<file path="src/rtl/booth_pkg.sv">
// Shared types and helpers for the round-robin Booth multiplier arbiter.
// Build option: BOOTH_ARB_APPROX_EN zeroes the low product bits.
package booth_pkg;

    typedef enum logic [1:0] {
        IDLE = 2'd0,
        RUN  = 2'd1,
        RESP = 2'd2
    } state_e;

    // Radix-4 Booth digit patterns {b[2i+1], b[2i], b[2i-1]}
    localparam logic [2:0] BD_ZERO   = 3'b000;
    localparam logic [2:0] BD_P1_LO  = 3'b001;
    localparam logic [2:0] BD_P1_HI  = 3'b010;
    localparam logic [2:0] BD_P2     = 3'b011;
    localparam logic [2:0] BD_M2     = 3'b100;
    localparam logic [2:0] BD_M1_LO  = 3'b101;
    localparam logic [2:0] BD_M1_HI  = 3'b110;
    localparam logic [2:0] BD_ZERO_N = 3'b111;

    // Digits needed; one extra covers unsigned B with its MSB set.
    function automatic int booth_cnt(input int width_b);
        return (width_b + 2) / 2;
    endfunction

    function automatic int id_width(input int num_req);
        return (num_req <= 2) ? 1 : $clog2(num_req);
    endfunction

endpackage

</file>
<file path="src/rtl/booth_radix4_core.sv">
// Sequential radix-4 Booth multiplier: one digit per clock.
// Holds the shifted multiplicand, multiplier, accumulator and step count.
module booth_radix4_core
    import booth_pkg::*;
#(
    parameter int WIDTH_A   = 16,
    parameter int WIDTH_B   = 16,
    parameter int WIDTH_MUL = WIDTH_A + WIDTH_B,
    parameter bit SIGNED    = 1'b0
) (
    input  logic                 clk,
    input  logic                 rst,
    input  logic                 start_i,
    input  logic [WIDTH_A-1:0]   a_i,
    input  logic [WIDTH_B-1:0]   b_i,
    output logic                 done_o,
    output logic [WIDTH_MUL-1:0] product_o
);

    localparam int CNT = booth_cnt(WIDTH_B);
    localparam int AW  = WIDTH_MUL + 2;
    localparam int BXW = 2 * CNT;
    localparam int CW  = $clog2(CNT + 1);
    localparam logic [CW-1:0] LAST = CW'(CNT - 1);

    logic [AW-1:0]  a_q, a_d;
    logic [BXW:0]   b_q, b_d;
    logic [AW-1:0]  acc_q, acc_d;
    logic [CW-1:0]  step_q, step_d;
    logic           run_q, run_d;
    logic           done_q, done_d;

    logic [AW-1:0]  a_ext;
    logic [BXW:0]   b_ext;
    logic           a_sx, b_sx;
    logic [AW-1:0]  pp;

    assign a_sx  = SIGNED & a_i[WIDTH_A-1];
    assign b_sx  = SIGNED & b_i[WIDTH_B-1];
    assign a_ext = {{(AW-WIDTH_A){a_sx}}, a_i};
    assign b_ext = {{(BXW-WIDTH_B){b_sx}}, b_i, 1'b0};

    // Partial product selected by the current Booth digit
    always_comb begin
        pp = '0;
        unique case (b_q[2:0])
            BD_ZERO, BD_ZERO_N: pp = '0;
            BD_P1_LO, BD_P1_HI: pp = a_q;
            BD_P2:              pp = a_q << 1;
            BD_M2:              pp = -(a_q << 1);
            BD_M1_LO, BD_M1_HI: pp = -a_q;
        endcase
    end

    // Load on start, then accumulate and shift one digit per cycle
    always_comb begin
        a_d    = a_q;
        b_d    = b_q;
        acc_d  = acc_q;
        step_d = step_q;
        run_d  = run_q;
        done_d = 1'b0;
        if (start_i) begin
            a_d    = a_ext;
            b_d    = b_ext;
            acc_d  = '0;
            step_d = '0;
            run_d  = 1'b1;
        end else if (run_q) begin
            acc_d = acc_q + pp;
            a_d   = a_q << 2;
            b_d   = b_q >> 2;
            if (step_q == LAST) begin
                run_d  = 1'b0;
                done_d = 1'b1;
            end else begin
                step_d = step_q + 1'b1;
            end
        end
    end

    // Datapath registers
    always_ff @(posedge clk or posedge rst) begin
        if (rst) begin
            a_q    <= '0;
            b_q    <= '0;
            acc_q  <= '0;
            step_q <= '0;
            run_q  <= 1'b0;
            done_q <= 1'b0;
        end else begin
            a_q    <= a_d;
            b_q    <= b_d;
            acc_q  <= acc_d;
            step_q <= step_d;
            run_q  <= run_d;
            done_q <= done_d;
        end
    end

    assign done_o    = done_q;
    assign product_o = acc_q[WIDTH_MUL-1:0];

endmodule

</file>
<file path="src/rtl/booth_mul_arbiter.sv">
// Round-robin arbiter sharing one radix-4 Booth multiplier core.
// Build option: BOOTH_ARB_APPROX_EN zeroes rsp_data[APPROX_W-1:0].
module booth_mul_arbiter
    import booth_pkg::*;
#(
    parameter int NUM_REQ   = 4,
    parameter int WIDTH_A   = 16,
    parameter int WIDTH_B   = 16,
    parameter int WIDTH_MUL = WIDTH_A + WIDTH_B,
    parameter bit SIGNED    = 1'b0,
    parameter int APPROX_W  = 16,
    parameter int ID_W      = id_width(NUM_REQ)
) (
    input  logic                         clk,
    input  logic                         rst,
    input  logic [NUM_REQ-1:0]           req_valid,
    output logic [NUM_REQ-1:0]           req_ready,
    input  logic [NUM_REQ*WIDTH_A-1:0]   req_a,
    input  logic [NUM_REQ*WIDTH_B-1:0]   req_b,
    output logic                         rsp_valid,
    input  logic                         rsp_ready,
    output logic [ID_W-1:0]              rsp_id,
    output logic [WIDTH_MUL-1:0]         rsp_data,
    output logic                         busy
);

`ifdef BOOTH_ARB_APPROX_EN
    localparam bit APPROX_EN = 1'b1;
`else
    localparam bit APPROX_EN = 1'b0;
`endif
    localparam int ZW = APPROX_EN ? APPROX_W : 0;
    localparam logic [WIDTH_MUL-1:0] KEEP = {WIDTH_MUL{1'b1}} << ZW;

    state_e                state_q, state_d;
    logic [ID_W-1:0]       rr_ptr_q, rr_ptr_d;
    logic [ID_W-1:0]       id_q, id_d;
    logic [ID_W-1:0]       rsp_id_q, rsp_id_d;
    logic [WIDTH_MUL-1:0]  rsp_data_q, rsp_data_d;

    logic                  gnt_found;
    logic [ID_W-1:0]       gnt_idx;
    logic                  start;
    logic                  core_done;
    logic [WIDTH_MUL-1:0]  core_prod;

    // Circular search for the first valid requester after rr_ptr
    always_comb begin
        logic [ID_W:0] sum;
        gnt_found = 1'b0;
        gnt_idx   = '0;
        sum       = '0;
        for (int off = 1; off <= NUM_REQ; off++) begin
            sum = {1'b0, rr_ptr_q} + (ID_W+1)'(off);
            if (sum >= (ID_W+1)'(NUM_REQ)) begin
                sum = sum - (ID_W+1)'(NUM_REQ);
            end
            if (!gnt_found && req_valid[sum[ID_W-1:0]]) begin
                gnt_found = 1'b1;
                gnt_idx   = sum[ID_W-1:0];
            end
        end
    end

    // FSM next state, grant and response capture
    always_comb begin
        state_d    = state_q;
        rr_ptr_d   = rr_ptr_q;
        id_d       = id_q;
        rsp_id_d   = rsp_id_q;
        rsp_data_d = rsp_data_q;
        req_ready  = '0;
        start      = 1'b0;
        unique case (state_q)
            IDLE: begin
                if (gnt_found) begin
                    req_ready[gnt_idx] = 1'b1;
                    start    = 1'b1;
                    rr_ptr_d = gnt_idx;
                    id_d     = gnt_idx;
                    state_d  = RUN;
                end
            end
            RUN: begin
                if (core_done) begin
                    rsp_data_d = core_prod & KEEP;
                    rsp_id_d   = id_q;
                    state_d    = RESP;
                end
            end
            RESP: begin
                if (rsp_ready) begin
                    state_d = IDLE;
                end
            end
            default: state_d = IDLE;
        endcase
    end

    // State, round-robin pointer and response registers
    always_ff @(posedge clk or posedge rst) begin
        if (rst) begin
            state_q    <= IDLE;
            rr_ptr_q   <= ID_W'(NUM_REQ - 1);
            id_q       <= '0;
            rsp_id_q   <= '0;
            rsp_data_q <= '0;
        end else begin
            state_q    <= state_d;
            rr_ptr_q   <= rr_ptr_d;
            id_q       <= id_d;
            rsp_id_q   <= rsp_id_d;
            rsp_data_q <= rsp_data_d;
        end
    end

    booth_radix4_core #(
        .WIDTH_A   (WIDTH_A),
        .WIDTH_B   (WIDTH_B),
        .WIDTH_MUL (WIDTH_MUL),
        .SIGNED    (SIGNED)
    ) u_core (
        .clk       (clk),
        .rst       (rst),
        .start_i   (start),
        .a_i       (req_a[gnt_idx*WIDTH_A +: WIDTH_A]),
        .b_i       (req_b[gnt_idx*WIDTH_B +: WIDTH_B]),
        .done_o    (core_done),
        .product_o (core_prod)
    );

    assign rsp_valid = (state_q == RESP);
    assign rsp_id    = rsp_id_q;
    assign rsp_data  = rsp_data_q;
    assign busy      = (state_q != IDLE);

endmodule
</file>
<file path="config.mk">
export PLATFORM = sky130hd
export DESIGN_NAME = booth_mul_arbiter
export DESIGN_NICKNAME = d
export VERILOG_FILES = /design/src/rtl/booth_pkg.sv /design/src/rtl/booth_radix4_core.sv /design/src/rtl/booth_mul_arbiter.sv
export SDC_FILE = /design/constraint.sdc
export NUM_CORES = 1
export LEC_CHECK = 0
export BUFFER_PORTS_ARGS = -buffer_cell sky130_fd_sc_hd__buf_2
export CELL_PAD_IN_SITES_DETAIL_PLACEMENT = 2
export CELL_PAD_IN_SITES_GLOBAL_PLACEMENT = 2
export CORE_ASPECT_RATIO = 1.2
export CORE_MARGIN = 2
export CORE_UTILIZATION = 37
export CTS_CLUSTER_SIZE = 8
export DETAILED_ROUTE_END_ITERATION = 8
export PLACE_DENSITY_LB_ADDON = 0.1
export SLEW_MARGIN = 20
export SYNTH_ARGS = -nofsm -noshare
export SYNTH_HDL_FRONTEND = slang
export SYNTH_HIERARCHICAL = 1
export SYNTH_SLANG_ARGS = --single-unit
</file>
<file path="constraint.sdc">
create_clock -name clk -period 12.2 [get_ports clk]
set_clock_uncertainty 0.2 [all_clocks]
set_input_delay 0.61 -clock clk [delete_from_list [all_inputs] [get_ports clk]]
set_output_delay 0.61 -clock clk [all_outputs]
set_load 0.02 [all_outputs]
</file>
Word-level counts from Yosys, hierarchy flattened
Cells that the tools add are included.
Operators by class
  $add $sub $neg: 12
  $lt $le $gt $ge: 10
  equality and inequality tests: 14
  shift-type cells: 2
  muxes and demuxes: 46
  reductions and logical operators: 18
Operators by type and width (number)
  $pmux 34 s5: 1
  $mux 34: 4
  $shiftx 64x7->16: 2
  $neg 34->34: 2
  $mux 19: 2
  $add 34x34->34: 1
  $mux 2: 11
  $mux 4: 5
  $mux 1: 17
  $lt 2x3->1 const B: 5
  $eq 3x3->1 const B: 4
  $ge 3x3->1 const B: 4
  $bmux 1 s2: 4
  $sub 2x1->2 const B: 4
  $add 2x2->3 const B: 2
  $eq 3x2->1 const B: 2
  $pmux 2 s3: 1
  $reduce_and 2->1: 3
  $reduce_or 2->1: 3
  $add 4x1->4 const B: 1
  $eq 4x4->1 const B: 1
  $logic_and 1x1->1: 4
  $ne 2x1->1 const B: 2
  $ne 2x2->1 const B: 2
  other kinds (12): 15
Word-level totals
  bits in registers: 133
  input port bits: 135
  output and inout bits: 40
  word-level logic and storage cells: 113

Logic depth before layout (Yosys ltp)
  depth after elaboration: 21
  depth in mapped cells: 20
  depth with buffers taken out: 19

Modules after synthesis
The synthesis kept the hierarchy.
Modules (own cells, without submodules)
  booth_radix4_core: instances 1, cells each 866, area an instance 7128.1 µm², sequential area each 2177.1 µm²
  booth_mul_arbiter: instances 1, cells each 332, area an instance 3253.1 µm², sequential area each 1003.5 µm²

Worst setup path before layout
No wires, ideal clock.
  kind: register -> register
  start: register u_core.a_q[2]
  end: register u_core.acc_q[28]
  setup time: 0.116 ns
  data arrival time: 4.440 ns
  data required time: 11.884 ns
  path slack: 7.444 ns
  cell stages (with the launch flop): 21
  buffers on the path: 1
  period minus slack after synthesis: 4.756 ns
  cells stage by stage: dfrtp_1 > buf_6 > or4_4 > nor2_8 > nand2_1 > or3_1 > or3_1 > nand2_1 > xnor2_1 > a22oi_1 > o211ai_1 > ha_1 > o21ai_0 > nand2b_1 > a31oi_1 > a211oi_1 > o21ai_0 > o221ai_1 > a21oi_1 > or4b_2 > o311ai_0
Between the ends
  cells in the longest elaborated chain, start to end: 5
  elaborated cells between the ends (all ways): 6
  classes of those cells: 3 x add/sub; 3 x mux
Ends and longest elaborated chain
  from (decl): RTL line booth_radix4_core.sv:26  | logic [AW-1:0] a_q, a_d;
  from (signal assigned): RTL line booth_radix4_core.sv:85  | a_q <= '0;
  from (signal assigned): RTL line booth_radix4_core.sv:92  | a_q <= a_d;
  $neg 34->34 (on tied branches): RTL line booth_radix4_core.sv:51, booth_radix4_core.sv:50
  $pmux 34 s5 (*): RTL line booth_radix4_core.sv:46  | unique case (b_q[2:0])
  $add 34x34->34 (*): RTL line booth_radix4_core.sv:70  | acc_d = acc_q + pp;
  $mux 34 (*): RTL line booth_radix4_core.sv:69  | end else if (run_q) begin
  $mux 34 (*): RTL line booth_radix4_core.sv:63  | if (start_i) begin
  to (signal assigned): RTL line booth_radix4_core.sv:87  | acc_q <= '0;
  to (signal assigned): RTL line booth_radix4_core.sv:94  | acc_q <= acc_d;
  to (decl): RTL line booth_radix4_core.sv:28  | logic [AW-1:0] acc_q, acc_d;
Mark *: on every way between the ends. The rest lies on a longest branch, timed or not. The select of a mux whose other input is x is not followed.
A chain may end at the register's enable or synchronous reset.

Worst setup path in the final report
  start: register u_core.a_q[2]
  end: register u_core.acc_q[30]
Same word-level chain as after synthesis.

==> results_dict.tcl <==
set metrics [dict create \
    outcome "finished clean" \
    total_cell_area_at_the_placement_stage_um2 11300 \
    groute.usage.overall_pct 27.1 \
    mostFrequentLayoutCells "sky130_fd_sc_hd__buf_2, sky130_fd_sc_hd__dfrtp_1, sky130_fd_sc_hd__nor2_1" \
    post_synth.cell_area_avg_um2 8.67 \
    post_layout_nonfiller_instances 1686 \
    layout-drive-gt1-share_pct 22.8 \
    cts_made_buffers 17 \
    final_antenna_violating_net_count 0 \
    drt-wirelength-per-cell_um 23.2 \
    syn_area_um2 10400 \
    ys_warn_count 6 \
    worst_setup_slack_post_dpl_ps 6630 \
    totalWireLength_mm 39.1 \
    cts_tree "yes" \
    grt_start_max_net_pins 93 \
    cp.arrival_ps 5750 \
    timing_worst_setup_path_type "reg -> reg" \
    setup.worst_path.start_class "register" \
    syn-instance-count 1198 \
    r2r_setup_slk_ps 6540 \
    postCtsResizedCells 0 \
    cts.repair_timing.setup_buffer_count 0 \
    reg2reg_from "u_core/a_q[2]" \
    first_global_vias 10800 \
    final_core_util_pct 43.1 \
    drv.max_cap_violation_count 0 \
    stdcell_area_um2 12000 \
    placed_wire_length_estimate_after_detailed_placement_mm 27.5 \
    route.vias.total 10100 \
    final.min_clock_period_ps 5660 \
    antenna_found_initial 1 \
    detailedRoute.firstIterationViolations 541 \
    grt_setup_unrepaired "false" \
    dp.cells 1653 \
    post-route-drc-count 0 \
    nFillCells 3086 \
    cts_root_buffer "sky130_fd_sc_hd__clkbuf_16" \
    clkLatencyLatePin_ps 450 \
    clock_transition_at_path_regs_ps 70 \
    clock.fmax_mhz 177 \
    synthesis.nets 1368 \
    wire_length_of_the_first_global_routing_pass_mm 62.6 \
    setup.worst_path.start "u_core/a_q[2]" \
    cts_buffer_depth 2 \
    synth-edff-count 0 \
    cts-htree-levels 4 \
    finalHoldViolations 0 \
    routability_congestion_estimate 0.814 \
    die-area_um2 29400 \
    worst-slew-pin-transition_ps 921 \
    fp.dieH_um 187 \
    first_pass_iters 4 \
    setup_tns_ps 0 \
    floorplan.initialDensity_pct 37.4 \
    layout_worst_path_cycle_share_pct 46.4 \
    floorplan.core_area_um2 27700 \
    report.final.setup_viol 0 \
    vdd.ir_drop.worst_v 0.0000941 \
    timing.critical_path.required_ps 12290 \
    multiInputGateArea_um2 6560 \
    hp-class "in -> reg" \
    totalPowerFinal_mw 3.80 \
    whs_ps 145 \
    chipWidth_um 157 \
    n_antenna_cell 0 \
    final_common_cell "sky130_fd_sc_hd__buf_2" \
    io_buffer_count 174 \
    clkSinkCount 127 \
    reg2reg_depth 17 \
    postSynthRegisterBits 127 \
    final.setup.worst_slack_ps 6540 \
    cellPowerDensity_nw_per_um2 318 \
    synth_cell_type_count 82 \
    crit_path_max_fanout 9 \
    synth_seq_area_share_pct 30.6 \
    max-slew-margin-rel_pct 38.4 \
    worstSetupEndpointType "register" \
    final_net_count 1464 \
    max_slew_violation_count 0 \
    std_cell_rows 67 \
    power_leakage_nw 5.38 \
    timing.critical_path.to "u_core/acc_q[30]" \
    layout-area-overhead-vs-synth_pct 15.2 \
    critical_path.reg2reg.endpoint "u_core/acc_q[30]" \
    asyncSetResetFlopFracSynth_pct 100 \
    ios 175 \
    overflow 0 \
    register_area_um2 3180 \
    synth-main-ff-cell "sky130_fd_sc_hd__dfrtp_1" \
    avgViaCountPerCell 6.00 \
]
metal layers:
layer / routed length (µm) / GRT usage (%) / up-vias
met5: 13 / 0 / -
met4: 1310 / 10.9 / 2
met3: 1550 / 4.88 / 45
met2: 19900 / 46.5 / 204
met1: 16400 / 33.3 / 5164
li1: - / - / 4696
worst min-delay path by stage:
stage                        from         end  cells past startpoint
finish                  rsp_ready  state_q[1]                      2
CTS                     rsp_ready  state_q[1]                      2
detailed placement  u_core/done_o  state_q[0]                      1
floorplan           u_core/done_o  state_q[0]                      1
global placement          id_q[1]     id_q[1]                      2
global route            rsp_ready  state_q[1]                      2
sequential cells by signal, indices dropped and copies added, names as in the netlist:
signal	count
id_q	2
rr_ptr_q	2
rsp_data	32
rsp_id	2
state_q	2
u_core/a_q	32
u_core/acc_q	32
u_core/b_q	17
u_core/done_o	1
u_core/run_q	1
u_core/step_q	4
logic make-up (layout without fill, tap and decap cells):
family / count (synthesis) / count (layout) / synth area share [%]
flip-flops: 127 / 127 / 30.6
AND/OR/NAND/NOR: 332 / 332 / 15.8
adder cells (fa/ha/maj): 35 / 35 / 4.29
buffers and inverters: 140 / 249 / 6.41
AO/OA/AOI/OAI: 401 / 401 / 27.3
multiplexers: 103 / 103 / 10.4
XOR/XNOR: 60 / 60 / 5.13
where the power goes:
part           leakage (nW)  switching, mW  internal, mW
sequential             1.61          0.245         0.613
clock                 0.307          0.224         0.335
combinational          3.46           1.46         0.923
total                  5.38           1.93          1.87
critical path: stages (launching register included):
cell and delay [ps]:
sky130_fd_sc_hd__dfrtp_1 490, sky130_fd_sc_hd__or4_4 630, sky130_fd_sc_hd__nor2_8 140, sky130_fd_sc_hd__nand2_1 100
sky130_fd_sc_hd__or3_1 390, sky130_fd_sc_hd__or3_1 370, sky130_fd_sc_hd__nand2_1 100, sky130_fd_sc_hd__xnor2_1 150
sky130_fd_sc_hd__a22oi_1 120, sky130_fd_sc_hd__o211ai_1 210, sky130_fd_sc_hd__ha_1 350, sky130_fd_sc_hd__a2111oi_0 680
sky130_fd_sc_hd__a211oi_1 210, sky130_fd_sc_hd__o21ai_0 500, sky130_fd_sc_hd__o221ai_1 230, sky130_fd_sc_hd__a41oi_1 300
sky130_fd_sc_hd__mux2i_1 200, sky130_fd_sc_hd__o311ai_0 140
cells in the mapped netlist (5+ instances only):
cell	count	share of area [%]
sky130_fd_sc_hd__mux2i_1	68	6.6
sky130_fd_sc_hd__inv_1	24	0.87
sky130_fd_sc_hd__clkbuf_1	50	1.8
sky130_fd_sc_hd__a41oi_1	65	5.5
sky130_fd_sc_hd__o31ai_1	68	4.9
sky130_fd_sc_hd__a21o_1	14	1.0
sky130_fd_sc_hd__ha_1	34	4.1
sky130_fd_sc_hd__a221oi_1	10	0.84
sky130_fd_sc_hd__xnor2_1	35	3.0
sky130_fd_sc_hd__a31oi_1	6	0.36
sky130_fd_sc_hd__nor2_1	120	4.3
sky130_fd_sc_hd__buf_2	43	2.1
sky130_fd_sc_hd__mux2_2	35	3.8
sky130_fd_sc_hd__a21oi_1	54	2.6
sky130_fd_sc_hd__a211oi_1	7	0.51
sky130_fd_sc_hd__buf_6	7	0.76
sky130_fd_sc_hd__nor3_1	21	1.0
sky130_fd_sc_hd__nand4_1	5	0.30
sky130_fd_sc_hd__o211ai_1	15	1.1
sky130_fd_sc_hd__nor3b_1	5	0.36
sky130_fd_sc_hd__o22ai_1	5	0.30
sky130_fd_sc_hd__o21ai_0	79	3.8
sky130_fd_sc_hd__a22oi_1	37	2.7
sky130_fd_sc_hd__buf_1	7	0.25
sky130_fd_sc_hd__nor2b_1	7	0.42
sky130_fd_sc_hd__o221ai_1	5	0.42
sky130_fd_sc_hd__xor2_1	24	2.0
sky130_fd_sc_hd__nand2_1	97	3.5
sky130_fd_sc_hd__nand3_1	9	0.43
sky130_fd_sc_hd__nand2b_1	16	0.96
sky130_fd_sc_hd__dfrtp_1	125	30
sky130_fd_sc_hd__or3_1	12	0.72
layout make-up:
class                      instances  share of cell area, %
timing repair buffer             192                   8.43
multi-input combinational        931                   54.9
clock buffer                      18                   3.67
clock inverter                    14                   1.64
inverter                          25                  0.816
sequential                       127                   26.6
tap                              379                   3.96
timing repair:
action,CTS,global route
endpoints found under the hold margin,3,0
hold buffers,1,0
endpoints found under the setup margin,0,0
No activity file was read; power rests on OpenSTA's default activity.
